==> config.mk <==
export PLATFORM = sky130hd
export DESIGN_NAME = fun_fpsu_ret_collect
export DESIGN_NICKNAME = d
export VERILOG_FILES = /design/src/rtl/fun_fpsu_ret_collect.sv
export SDC_FILE = /design/constraint.sdc
export NUM_CORES = 1
export LEC_CHECK = 0
export CAP_MARGIN = 25
export CORE_MARGIN = 2
export CORE_UTILIZATION = 50
export DETAILED_ROUTE_END_ITERATION = 10
export PLACE_DENSITY_LB_ADDON = 0.2
export SETUP_SLACK_MARGIN = 0.4
export SLEW_MARGIN = 15
export SYNTH_ARGS = -nofsm -noshare
export SYNTH_HDL_FRONTEND = slang
export SYNTH_SLANG_ARGS = --single-unit
==> constraint.sdc <==
create_clock -name clk -period 4.1 [get_ports clk]
set_input_delay 0.41 -clock clk [delete_from_list [all_inputs] [get_ports clk]]
set_output_delay 0.41 -clock clk [all_outputs]
set_load 0.02 [all_outputs]
==> src/rtl/fun_fpsu_ret_collect.sv <==
// fun_fpsu_ret_collect
// Drain end of the FP add/sub retire interface. Up to three completion words per
// cycle (ports u1, u3, u5) are packed into one shared FIFO and drained one word per
// cycle towards the retire/ROB side. fu_stall warns the issue stage early enough
// that a full FP pipeline can still land; anything that does not fit is dropped and
// recorded in the sticky ovf flag.
//
// Output handshake: out_valid is high whenever the FIFO holds at least one word and
// does not depend on out_ready; out_data/out_port are stable while out_valid is high
// and no transfer occurs; a word transfers on a rising edge where
// out_valid && out_ready, and the next word (if any) is presented the cycle after.

module fun_fpsu_ret_collect #(
   parameter int DEPTH     = 8,
   parameter int AW        = 3,
   parameter int STALL_THR = 6
) (
   input  logic          clk,
   input  logic          rst,
   input  logic [13:0]   u1_ret,
   input  logic          u1_ret_en,
   input  logic [13:0]   u3_ret,
   input  logic          u3_ret_en,
   input  logic [13:0]   u5_ret,
   input  logic          u5_ret_en,
   input  logic          flush,
   output logic [13:0]   out_data,
   output logic [1:0]    out_port,
   output logic          out_valid,
   input  logic          out_ready,
   output logic          fu_stall,
   output logic [AW:0]   count,
   output logic          ovf,
   input  logic          ovf_clr
);

   localparam logic [AW:0]   DEPTH_W     = DEPTH[AW:0];
   localparam logic [AW+1:0] STALL_THR_W = STALL_THR[AW+1:0];

   // Active clock edge; builds that define swapedge run all state on the falling edge.
   logic clk_e;
`ifdef swapedge
   assign clk_e = ~clk;
`else
   assign clk_e = clk;
`endif

   logic [15:0]   mem [DEPTH];
   logic [AW-1:0] rd_ptr;
   logic [AW-1:0] wr_ptr;

   logic [AW:0]   free;
   logic [1:0]    slot3;
   logic [1:0]    slot5;
   logic          acc1;
   logic          acc3;
   logic          acc5;
   logic          drop;
   logic [1:0]    n_acc;
   logic          pop;
   logic [AW:0]   count_next;

   // Slot assignment and space check. Space is judged on the occupancy at the start
   // of the cycle, so a same-cycle pop never makes room for same-cycle writes. Words
   // take consecutive slots in u1, u3, u5 order, so the accepted set is always a
   // prefix of the enabled set and partial accepts keep that order.
   always_comb begin
      free       = DEPTH_W - count;
      slot3      = {1'b0, u1_ret_en};
      slot5      = {1'b0, u1_ret_en} + {1'b0, u3_ret_en};
      acc1       = u1_ret_en && (free != '0);
      acc3       = u3_ret_en && ((AW+1)'(slot3) < free);
      acc5       = u5_ret_en && ((AW+1)'(slot5) < free);
      drop       = (u1_ret_en && !acc1) || (u3_ret_en && !acc3) || (u5_ret_en && !acc5);
      n_acc      = {1'b0, acc1} + {1'b0, acc3} + {1'b0, acc5};
      pop        = out_valid && out_ready;
      count_next = count + (AW+1)'(n_acc) - (AW+1)'(pop);
   end

   // Storage: not reset; only accepted words are written, and nothing during flush.
   always_ff @(posedge clk_e) begin
      if (!flush) begin
         if (acc1) mem[wr_ptr]                  <= {2'd0, u1_ret};
         if (acc3) mem[wr_ptr + AW'(slot3)]     <= {2'd1, u3_ret};
         if (acc5) mem[wr_ptr + AW'(slot5)]     <= {2'd2, u5_ret};
      end
   end

   // Pointers, occupancy and the sticky overflow flag.
   always_ff @(posedge clk_e or negedge rst) begin
      if (!rst) begin
         rd_ptr <= '0;
         wr_ptr <= '0;
         count  <= '0;
         ovf    <= 1'b0;
      end else if (flush) begin
         // Same-cycle writes, pops and drops are all discarded; only ovf_clr acts.
         rd_ptr <= '0;
         wr_ptr <= '0;
         count  <= '0;
         if (ovf_clr) ovf <= 1'b0;
      end else begin
         wr_ptr <= wr_ptr + AW'(n_acc);
         if (pop) rd_ptr <= rd_ptr + 1'b1;
         count  <= count_next;
         // A drop in the same cycle outranks a clear.
         if (drop)         ovf <= 1'b1;
         else if (ovf_clr) ovf <= 1'b0;
      end
   end

   // Head view and status decode, all derived from registered state.
   always_comb begin
      out_valid = (count != '0);
      out_data  = out_valid ? mem[rd_ptr][13:0]  : 14'd0;
      out_port  = out_valid ? mem[rd_ptr][15:14] : 2'd0;
      fu_stall  = ({1'b0, free} < STALL_THR_W);
   end

endmodule
[Word-level counts from Yosys, hierarchy flattened]
Memory sizes are Yosys's and may differ from the RTL's.
Cells that the tools add are included.
Storage, ports and cells
  register bits: 11
  latch bits: 0
  bits in writable memories: 128
  memory bits (read-only): 0
  input bits: 50
  output and inout bits: 23
  word-level logic and storage cells: 51
  memories kept: 1
Memories
  mem: words 8, bits a word 16, read ports 1, clocked after Yosys merged registers in 0, wr ports 3, line 48  | logic [15:0] mem [DEPTH];
Cells by class
  add/sub/neg operators: 10
  multipliers: 0
  div/mod/pow operators: 0
  order comparisons: 3
  equal/unequal tests: 0
  shift operators: 0
  muxes and demuxes: 18
  bitwise logic cells: 0
  reductions and logical operators: 15
Operators by type and width (count)
  $mux 14: 1
  $mux 1: 12
  $mux 3: 3
  $reduce_bool 4->1: 2
  $logic_and 1x1->1: 7
  $add 3x2->3: 2
  $add 1x1->2: 2
  $add 4x2->4: 1
  $lt 1x4->1: 1
  $lt 2x4->1: 1
  $lt 4x3->1 const B: 1
  $mux 4: 1
  $sub 4x1->4: 1
  $sub 4x4->4 const A: 1
  $add 3x1->3: 1
  $add 3x1->3 const B: 1
  $logic_not 1->1: 3
  $add 2x1->2: 1
  $logic_or 1x1->1: 2
  $mux 2: 1
  $reduce_bool 2->1: 1

[Logic depth before layout (Yosys ltp)]
Gate-level depths: netlist of the first run.
  depth in word-level cells: 9
  gate-level depth with buffers: 16
  mapped depth without buffers: 16

[Least setup slack after synthesis of the first run]
Ideal clock, no wire load.
  kind: flip-flop to flip-flop
  start: register count[0]
  end: register count[2]
  library setup time: 0.132 ns
  data arrival time: 3.446 ns
  slack: 0.522 ns
  cell stages (with the launch flop): 16
  cell sequence: dfrtp_1 > inv_1 > ha_1 > or3b_1 > o41ai_4 > buf_12 > nand2_4 > and2_1 > fa_1 > inv_1 > ha_1 > inv_1 > ha_1 > fa_1 > xnor2_1 > nor2_1
On the way
  longest elaborated chain between the ends: 8
  elaborated cells on any way between the ends: 14
RTL lines
  start, declared: line 32  | output logic [AW:0] count,
  start signal, assigned: line 105  | count <= count_next;
  $sub 4x4->4: line 68  | free = DEPTH_W - count;
  $lt 1x4->1 / $reduce_bool 4->1 (equally long branches): line 72, 71
  $logic_and 1x1->1 (on tied branches): line 72, 71
  $add 1x1->2: line 75  | n_acc = {1'b0, acc1} + {1'b0, acc3} + {1'b0, acc5};
  $add 2x1->2: line 75
  $add 4x2->4: line 77  | count_next = count + (AW+1)'(n_acc) - (AW+1)'(pop);
  $sub 4x1->4 *: line 77
  $mux 4 *: line 96  | end else if (flush) begin
Mark *: on every way between the ends. The rest lies on a longest branch, timed or not.
A chain may end at the register's enable or synchronous reset.

[Worst setup path after layout of the first run]
  start: register count[1]
  end: register count[2]
The elaborated chain is that of the path after synthesis.

==> flow_summary.toml, run 1 <==
[outcome]
status = "complete, no violations"

[setup_path]
path_delay_family = "adder cells"
crit_arrival_ns = 3.82
cp_max_fo = 9
worstSetupPathType = "reg -> reg"
worstPathCellList = "inv_1 > ha_1 > or3b_1 > o41ai_4 > buf_4 > nand2_4 > and2_1 > fa_1 > inv_1 > ha_1 > inv_1 > ha_1 > fa_1 > xnor2_1 > nor2_1"
cp_slowest_cell = "fa_1"
start_kind = "flop"
cp.required_ns = 4.41
end_kind = "flop"
critPathBufInv = 4
cp_slowest_stage_delay_ns = 0.53

[finish]
layout_commonest_cell = "mux2_2"
mostFrequentLayoutCells = "mux2_2 (115), edfxtp_1 (112), mux2_1 (106), clkdlybuf4s50_1 (72), buf_4 (42)"
synthToLayoutAreaGrowth_pct = 19.8
multi_input_area_sq_um = 4780
seq_area_sq_um = 3960
drive_above_1_share = 0.334
finish.net_count = 801
fin_area_sq_um = 10800
nFillCells = 1386
diodes = 0

[power_and_ir_drop]
leakage_nw = 3.91
total_power_w = 0.00697
p_per_area_nw_per_um2 = 643
ir_worst_vdd_uv = 417

[timing]
finalHoldViolCount = 0
tightest_slew_ns = 0.589
slew_headroom = 0.606
slew_viol_final = 0
whs_ns = 0.330
rsz0062_at_grt = "no"
post-route-period-util = 0.857
layout_setup_ws_ns = 0.587
tns_ns = 0
period_needed_ns = 3.51
finClkSkew_ns = 0.00889
setup_viol = 0
fmax_mhz = 285

[synth]
synthesis.area_sq_um = 9040
syn_area_per_cell_sq_um = 14.3
synth_seq_cells = 139
synthArstFlopShare = 0.0791
yosysWarnings = 0
syn_inst = 632
synth_fp_nets = 701
synth_ff_type = "edfxtp_1"
synth.yosys.seq_area_share = 0.438
synth_cell_type_count = 53
synth-edff-count = 112

[hold_path]
min_path_type = "in -> async"

[place]
port_buffers = 72
hpwl_um = 15400
placed_area_sq_um = 10200
pre_cts_slack_ns = 0.281
gp_congestion = 0.875

[grt]
grt_max_degree = 35
grt_pass1_wl_um = 37700
grt_pass1_vias = 6308
grt-ovfl-total = 0
antenna_found_initial = 0
grtUsageTotal = 0.261

[clocking]
numCtsBuffers = 17
cts_root_buf = "clkbuf_16"
htreeDepth = 4
clock_sinks = 139
cts_tree = "done"
insertion_delay_ns = 0.43
ctsHoldBuffers = 0
clkTransAtPathRegs_ns = 0.06
cts-root-to-sink-buffers = 2

[route]
remaining_drc_errors = 0
via_count = 5948
antenna_left = 0
avgRoutedWirePerCell_um = 25.1
via_per_inst = 6.11
dr.pass1.iters = 5
drt_wl_total_um = 24500
drt_iter0_markers = 585

[floorplanning]
dieArea_sq_um = 19200
initial_core_util = 0.507
dieHeight_um = 138
core-area_sq_um = 17800
fp-row-count = 49
io_pins = 73
die_w_um = 138

[flow_run]
cap_violations = 0
==> through the flow <==
stage               std cells  utilization
floorplan                 632            -
global placement          937        0.569
detailed placement        937        0.569
CTS                       969        0.605
global route              974        0.607
finish                    974        0.607
==> worst register-to-register path, stage by stage (launching register included) <==
cell     delay [ns]
dfrtp_1        0.40
inv_1          0.10
ha_1           0.22
or3b_1         0.43
o41ai_4        0.07
buf_4          0.19
nand2_4        0.10
and2_1         0.19
fa_1           0.53
inv_1          0.05
ha_1           0.26
inv_1          0.04
ha_1           0.21
fa_1           0.39
xnor2_1        0.16
nor2_1         0.05
==> registers in the layout (all words and copies together), names as in the netlist <==
name,flops
ovf,1
wr_ptr,3
mem,128
count,4
rd_ptr,3
==> Yosys cell counts, drive strengths merged (4+ instances only) <==
cell type / n / area share
dfrtp: 11 / 0.030
fa: 4 / 0.0089
ha: 15 / 0.021
mux2i: 16 / 0.018
o21a: 11 / 0.0091
nand2: 16 / 0.0075
a21bo: 7 / 0.0078
dfxtp: 16 / 0.035
nor2: 29 / 0.012
inv: 22 / 0.0091
a2111oi: 4 / 0.012
nor2b: 4 / 0.0028
a21oi: 10 / 0.011
a31oi: 6 / 0.0042
and2: 4 / 0.0028
clkbuf: 11 / 0.0046
xnor2: 5 / 0.0057
mux2: 224 / 0.28
edfxtp: 112 / 0.37
mux4: 32 / 0.080
buf: 25 / 0.021
nand4: 4 / 0.0055
xor2: 4 / 0.0047
nand3: 9 / 0.0066
==> metal layers <==
metal	vias up	share of wire	global-route usage
met2	203	0.49	0.421
met5	-	0	0
met4	0	0.023	0.0934
met1	3053	0.44	0.357
li1	2660	-	-
met3	32	0.056	0.0468
==> cells by family after synthesis <==
group,Yosys count,share of synthesized area
muxes,272,0.378
DFF,139,0.438
adders and majority gates,19,0.0296
AOI/OAI and AO/OA,54,0.0602
xor gates and xnor gates,9,0.0104
and+or+nand+nor,81,0.0494
buffers and inverters,58,0.0347
==> path summary, 6_finish.rpt <==
check	start	to	slack, ns	cells after the start
setup / recovery	count[1]$_DFF_PN0_	count[2]$_DFF_PN0_	0.59	15
hold / removal	rst	count[1]$_DFF_PN0_	0.33	1
setup reg to reg	count[1]$_DFF_PN0_	count[2]$_DFF_PN0_	0.59	15
hold reg to reg	mem[2][15]$_SDFFE_PP1P_	mem[2][15]$_SDFFE_PP1P_	0.46	1
max in group asynchronous	rst	rd_ptr[0]$_DFFE_PN0P_	3.39	1
min in group clk	mem[2][15]$_SDFFE_PP1P_	mem[2][15]$_SDFFE_PP1P_	0.46	1
==> report_power, final <==
| group | internal, W | total (W) | switching [W] |
|---|---|---|---|
| Combinational | 0.00144 | 0.00315 | 0.00171 |
| Clock | 0.00107 | 0.00168 | 0.000609 |
| Sequential | 0.00195 | 0.00214 | 0.000187 |
==> layout make-up <==
class                      instances  share of cell area
multi-input combinational        435               0.441
sequential                       139               0.366
timing repair buffer             117               0.101
clock buffer                      18              0.0396
tap                              229              0.0264
clock inverter                    14              0.0186
inverter                          22             0.00762
==> what timing repair did <==
item / in CTS / in global routing
buffers inserted: 0 / 5
gates resized for setup: 1 / 2
setup endpoints to repair: 3 / 3
pin swaps: 1 / 1
(Power assumes the default switching activity.)
==> inputs of run 2 (changes only) <==
--- a/config.mk
+++ b/config.mk
@@ -7,7 +7,7 @@
 export LEC_CHECK = 0
 export CAP_MARGIN = 25
 export CORE_MARGIN = 2
-export CORE_UTILIZATION = 50
+export CORE_UTILIZATION = 25
 export DETAILED_ROUTE_END_ITERATION = 10
 export PLACE_DENSITY_LB_ADDON = 0.2
 export SETUP_SLACK_MARGIN = 0.4
==> run 2 against run 1 <==
Final area grew 2.6%. Sequential share of layout area is 0.90 points lower. Register-to-register slack better by 0.05 ns. Total power fell by 1.9%. Critical path depth stayed put. Die area up 97%. Non-clock buffer count grew 5. Clock power decreased by 10%. Critical endpoint unchanged.
==> flow_summary.toml, run 2 (synthesis results as in run 1) <==
[timing]
post-route-period-util = 0.845
slew_viol_final = 0
whs_ns = 0.341
tns_ns = 0
finalHoldViolCount = 0
rsz0062_at_grt = "no"
tightest_slew_ns = 0.793
setup_viol = 0
fmax_mhz = 289
period_needed_ns = 3.47
finClkSkew_ns = 0.0118
slew_headroom = 0.471

[route]
maxUsedRoutingLayer = "met4"
avgRoutedWirePerCell_um = 22.7
via_per_inst = 4.73
met1Wirelength_um = 12800
wl_met3_um = 1020
antenna_left = 0
remaining_drc_errors = 0
dr.pass1.iters = 5
drt_iter0_markers = 381
wl_met2_um = 13200
via_count = 5725
drt_wl_total_um = 27500

[place]
dp.cells = 1175
port_buffers = 72
hpwl_um = 18600
gp_congestion = 0.742

[setup_path]
start_kind = "flop"
crit_arrival_ns = 3.78
cp_max_fo = 9
r2r_cells = 15
cp.required_ns = 4.41
worstSetupPathType = "reg -> reg"
end_kind = "flop"

[finish]
mostFrequentLayoutCells = "mux2_2 (115), edfxtp_1 (112), mux2_1 (106), clkdlybuf4s50_1 (72), buf_4 (46)"
seq_area_sq_um = 3960
top_regs = "mem (128), count (4)"
largest-register = "mem"
fin_util = 0.312
layout.cells.non_filler = 1211
nFillCells = 3561
synthToLayoutAreaGrowth_pct = 22.9
largest_reg_flops = 128
finish.net_count = 806
drive_above_1_share = 0.341
multi_input_area_sq_um = 4770
diodes = 0
layout_commonest_cell = "mux2_2"

[outcome]
status = "complete, no violations"

[floorplanning]
core-area_sq_um = 35600
initial_core_util = 0.254
io_pins = 73
die_w_um = 194
fp-row-count = 69
dieArea_sq_um = 37700
dieHeight_um = 194

[grt]
antenna_found_initial = 0
grtUsageTotal = 0.148
grt_pass1_vias = 6148
grt_pass1_wl_um = 41300
grt-ovfl-total = 0
grt_max_degree = 27

[clocking]
clkTransAtPathRegs_ns = 0.06
cts-root-to-sink-buffers = 2
cts_root_buf = "clkbuf_16"
clock_sinks = 139
numCtsBuffers = 17
htreeDepth = 4
cts_tree = "done"
insertion_delay_ns = 0.43

[power_and_ir_drop]
p_per_area_nw_per_um2 = 615
ir_worst_vdd_uv = 398
leakage_nw = 3.90

[hold_path]
min_path_type = "in -> async"

[flow_run]
cap_violations = 0
## run 2: per-stage QoR
step                      power, W  cell area, sq um  setup WS [ns]
after floorplan            0.00418              9040          0.522
after global placement     0.00537             10500          0.318
after detailed placement   0.00536             10500          0.249
after CTS                  0.00690             11100          0.504
after global routing       0.00724             11100          0.416
final                      0.00683             11100          0.634
## run 2: routing by layer
layer	global-route usage	vias up
met5	0	-
li1	-	2672
met1	0.199	2909
met3	0.0275	26
met4	0.0429	0
met2	0.243	118
## run 2: repair_timing
action | 4_1_cts | 5_1_grt
setup endpoints to repair | 1 | 3
resized for setup | 2 | 0
hold buffers | 0 | 0
pin swaps | 0 | 1
setup buffers | 0 | 4
## run 2: cell type report
type / instances / share of cell area
Clock inverter: 15 / 0.0128
Timing Repair Buffer: 122 / 0.103
Tap cell: 461 / 0.0519
Inverter: 22 / 0.00743
Sequential cell: 139 / 0.357
Multi-Input combinational cell: 435 / 0.430
Clock buffer: 17 / 0.0383
## run 2: power breakdown
| part | total (W) | switching [W] | internal (W) |
|---|---|---|---|
| Combinational | 0.00315 | 0.00169 | 0.00147 |
| Sequential | 0.00217 | 0.000223 | 0.00195 |
| Clock | 0.00151 | 0.000666 | 0.000843 |
## run 2: worst paths after layout
check | startpoint | end | slack (ns)
min in group clk | mem[4][15]$_SDFFE_PP1P_ | mem[4][15]$_SDFFE_PP1P_ | 0.46
max reg2reg | count[0]$_DFF_PN0_ | count[2]$_DFF_PN0_ | 0.63
max in group asynchronous | rst | rd_ptr[1]$_DFFE_PN0P_ | 3.36
max | count[0]$_DFF_PN0_ | count[2]$_DFF_PN0_ | 0.63
min reg2reg | mem[4][15]$_SDFFE_PP1P_ | mem[4][15]$_SDFFE_PP1P_ | 0.46
min | rst | count[3]$_DFF_PN0_ | 0.34
## run 2: worst max-delay path, cell delays in order (launching register included)
cell and delay [ns]:
dfrtp_2 0.40, inv_1 0.07, ha_1 0.21, or3b_1 0.41, o41ai_4 0.07, buf_4 0.19
nand2_4 0.10, and2_1 0.20, fa_1 0.53, inv_1 0.05, ha_1 0.27, inv_1 0.04
ha_1 0.20, fa_1 0.38, xnor2_1 0.17, nor2_1 0.06
==> inputs of run 3 (changes only) <==
==> constraint.sdc (replaced) <==
create_clock -name clk -period 3.2 [get_ports clk]
set_input_delay 0.32 -clock clk [delete_from_list [all_inputs] [get_ports clk]]
set_output_delay 0.32 -clock clk [all_outputs]
set_load 0.02 [all_outputs]
==> run 3 against run 2 <==
Largest power group unchanged. Critical path depth fell by 1. Clock-buffer cell count grew 1. Final area grew 15%. Via count increased by 6.4%. Routed wire length grew 10%. Clock power up 26%. Worst setup slack got worse by 0.67 ns. Clock skew grew 0.0058 ns. Core utilization increased by 4.6 points. The flow now finishes with violations (setup timing). Hold slack got worse by 0.064 ns. Sequential share of layout area shrank 4.5 points. Critical path type unchanged. Non-clock buffer count rose by 61.
==> flow_summary.toml, run 3 (synthesis results as in run 1) <==
[outcome]
status = "finished, violations left"
violations = "setup timing"

[power_and_ir_drop]
ir_worst_vdd_uv = 436
leakage_nw = 4.84
p_per_area_nw_per_um2 = 785

[timing]
slew_viol_final = 0
fmax_mhz = 309
finClkSkew_ns = 0.0176
post-route-period-util = 1.01
tns_ns = -0.0398
tightest_slew_ns = 0.810
slew_headroom = 0.460
finalHoldViolCount = 0
period_needed_ns = 3.24
rsz0062_at_grt = "yes"
layout_setup_ws_ns = -0.0398
setup_viol = 1
whs_ns = 0.277

[finish]
finish.net_count = 867
synthToLayoutAreaGrowth_pct = 40.9
largest_reg_flops = 128
mostFrequentLayoutCells = "mux2_4 (129), edfxtp_1 (112), mux2_2 (80), clkdlybuf4s50_1 (62), buf_4 (61)"
top_regs = "mem (128), count (4)"
drive_above_1_share = 0.549
largest-register = "mem"
layout_commonest_cell = "mux2_4"
layout.cells.non_filler = 1272
nFillCells = 3470
seq_area_sq_um = 3960
diodes = 0
fin_area_sq_um = 12700
multi_input_area_sq_um = 5490

[floorplanning]
dieHeight_um = 194
fp-row-count = 69
die_w_um = 194
core-area_sq_um = 35600
io_pins = 73
initial_core_util = 0.254
dieArea_sq_um = 37700

[setup_path]
cp_slowest_cell = "fa_2"
cp.required_ns = 3.55
worstPathCellList = "inv_4 > ha_4 > or3b_4 > o41ai_4 > buf_6 > nand2_4 > and2_4 > fa_2 > inv_2 > ha_4 > inv_2 > ha_4 > fa_2 > nor2b_4"
start_kind = "flop"
crit_arrival_ns = 3.59
cpMostUsedCell = "ha_4"
rrSetupSlack_ns = -0.04
end_kind = "flop"
worstSetupPathType = "reg -> reg"
cp_slowest_stage_delay_ns = 0.58
critPathLaunch = "count[0]$_DFF_PN0_"
path_delay_family = "adder cells"
r2r_cells = 14
critPathBufInv = 4
cp_max_fo = 3
r2r_end = "count[1]$_DFF_PN0_"
cp-endpoint = "count[1]$_DFF_PN0_"
r2r-start = "count[0]$_DFF_PN0_"
cp.depth = 14

[clocking]
htreeDepth = 4
insertion_delay_ns = 0.43
numCtsBuffers = 17
clock_sinks = 139
clkTransAtPathRegs_ns = 0.06
cts_tree = "done"
cts_root_buf = "clkbuf_16"
cts-root-to-sink-buffers = 2

[route]
remaining_drc_errors = 0
dr.pass1.iters = 4
via_count = 6092
drt_iter0_markers = 411
drt_wl_total_um = 30300
avgRoutedWirePerCell_um = 23.8
via_per_inst = 4.79
antenna_left = 0

[grt]
grt_pass1_wl_um = 43900
grt_pass1_vias = 6333
antenna_found_initial = 0
grtUsageTotal = 0.159
grt-ovfl-total = 0
grt_max_degree = 35

[place]
placed_area_sq_um = 11100
port_buffers = 72
dp.cells = 1215
hpwl_um = 19500
gp_congestion = 0.755

[flow_run]
cap_violations = 0

[hold_path]
min_path_type = "in -> async"
[run 3: worst min-delay path by stage]
stage                            startpoint                      end  slack (ns)  cells after the start
floorplan                               rst       count[0]$_DFF_PN0_        0.02                      0
global placement    mem[2][15]$_SDFFE_PP1P_  mem[2][15]$_SDFFE_PP1P_        0.43                      1
detailed placement  mem[4][15]$_SDFFE_PP1P_  mem[4][15]$_SDFFE_PP1P_        0.44                      1
CTS                                     rst            ovf$_DFF_PN0_        0.27                      1
global route                            rst            ovf$_DFF_PN0_        0.31                      1
finish                                  rst       count[2]$_DFF_PN0_        0.28                      1
[run 3: repair_timing]
action	in CTS	in global routing
pin swaps	11	28
buffers inserted	5	15
setup endpoints to repair	87	226
resized for setup	40	154
cloned	1	4
hold buffers	0	0
[run 3: metrics by stage]
stage | util | worst slack [ns] | total power, W
after floorplan | - | -0.158 | 0.00549
after global placement | 0.313 | -0.201 | 0.00738
after detailed placement | 0.313 | -0.235 | 0.00739
after CTS | 0.335 | -0.0470 | 0.00957
after global routing | 0.358 | -0.148 | 0.0106
final | 0.358 | -0.0398 | 0.00999
[run 3: routing by layer]
metal  up-vias  GRT usage  wire (um)
li1       2783          -          -
met1      3154      0.220      14400
met2       128      0.260      14400
met3        27     0.0244        992
met4         0     0.0401        500
met5         -          0          0
[run 3: layout make-up]
class / count / area share
clock inverters: 14 / 0.00953
inverters: 22 / 0.00688
repair buffers: 183 / 0.162
multi-input cells: 435 / 0.431
flip-flops and latches: 139 / 0.311
clock buffers: 18 / 0.0337
well taps: 461 / 0.0453
[run 3: power breakdown]
group	switching, W	internal, W
sequential	0.000203	0.00250
combinational	0.00267	0.00272
clock	0.000836	0.00107
total	0.00371	0.00628
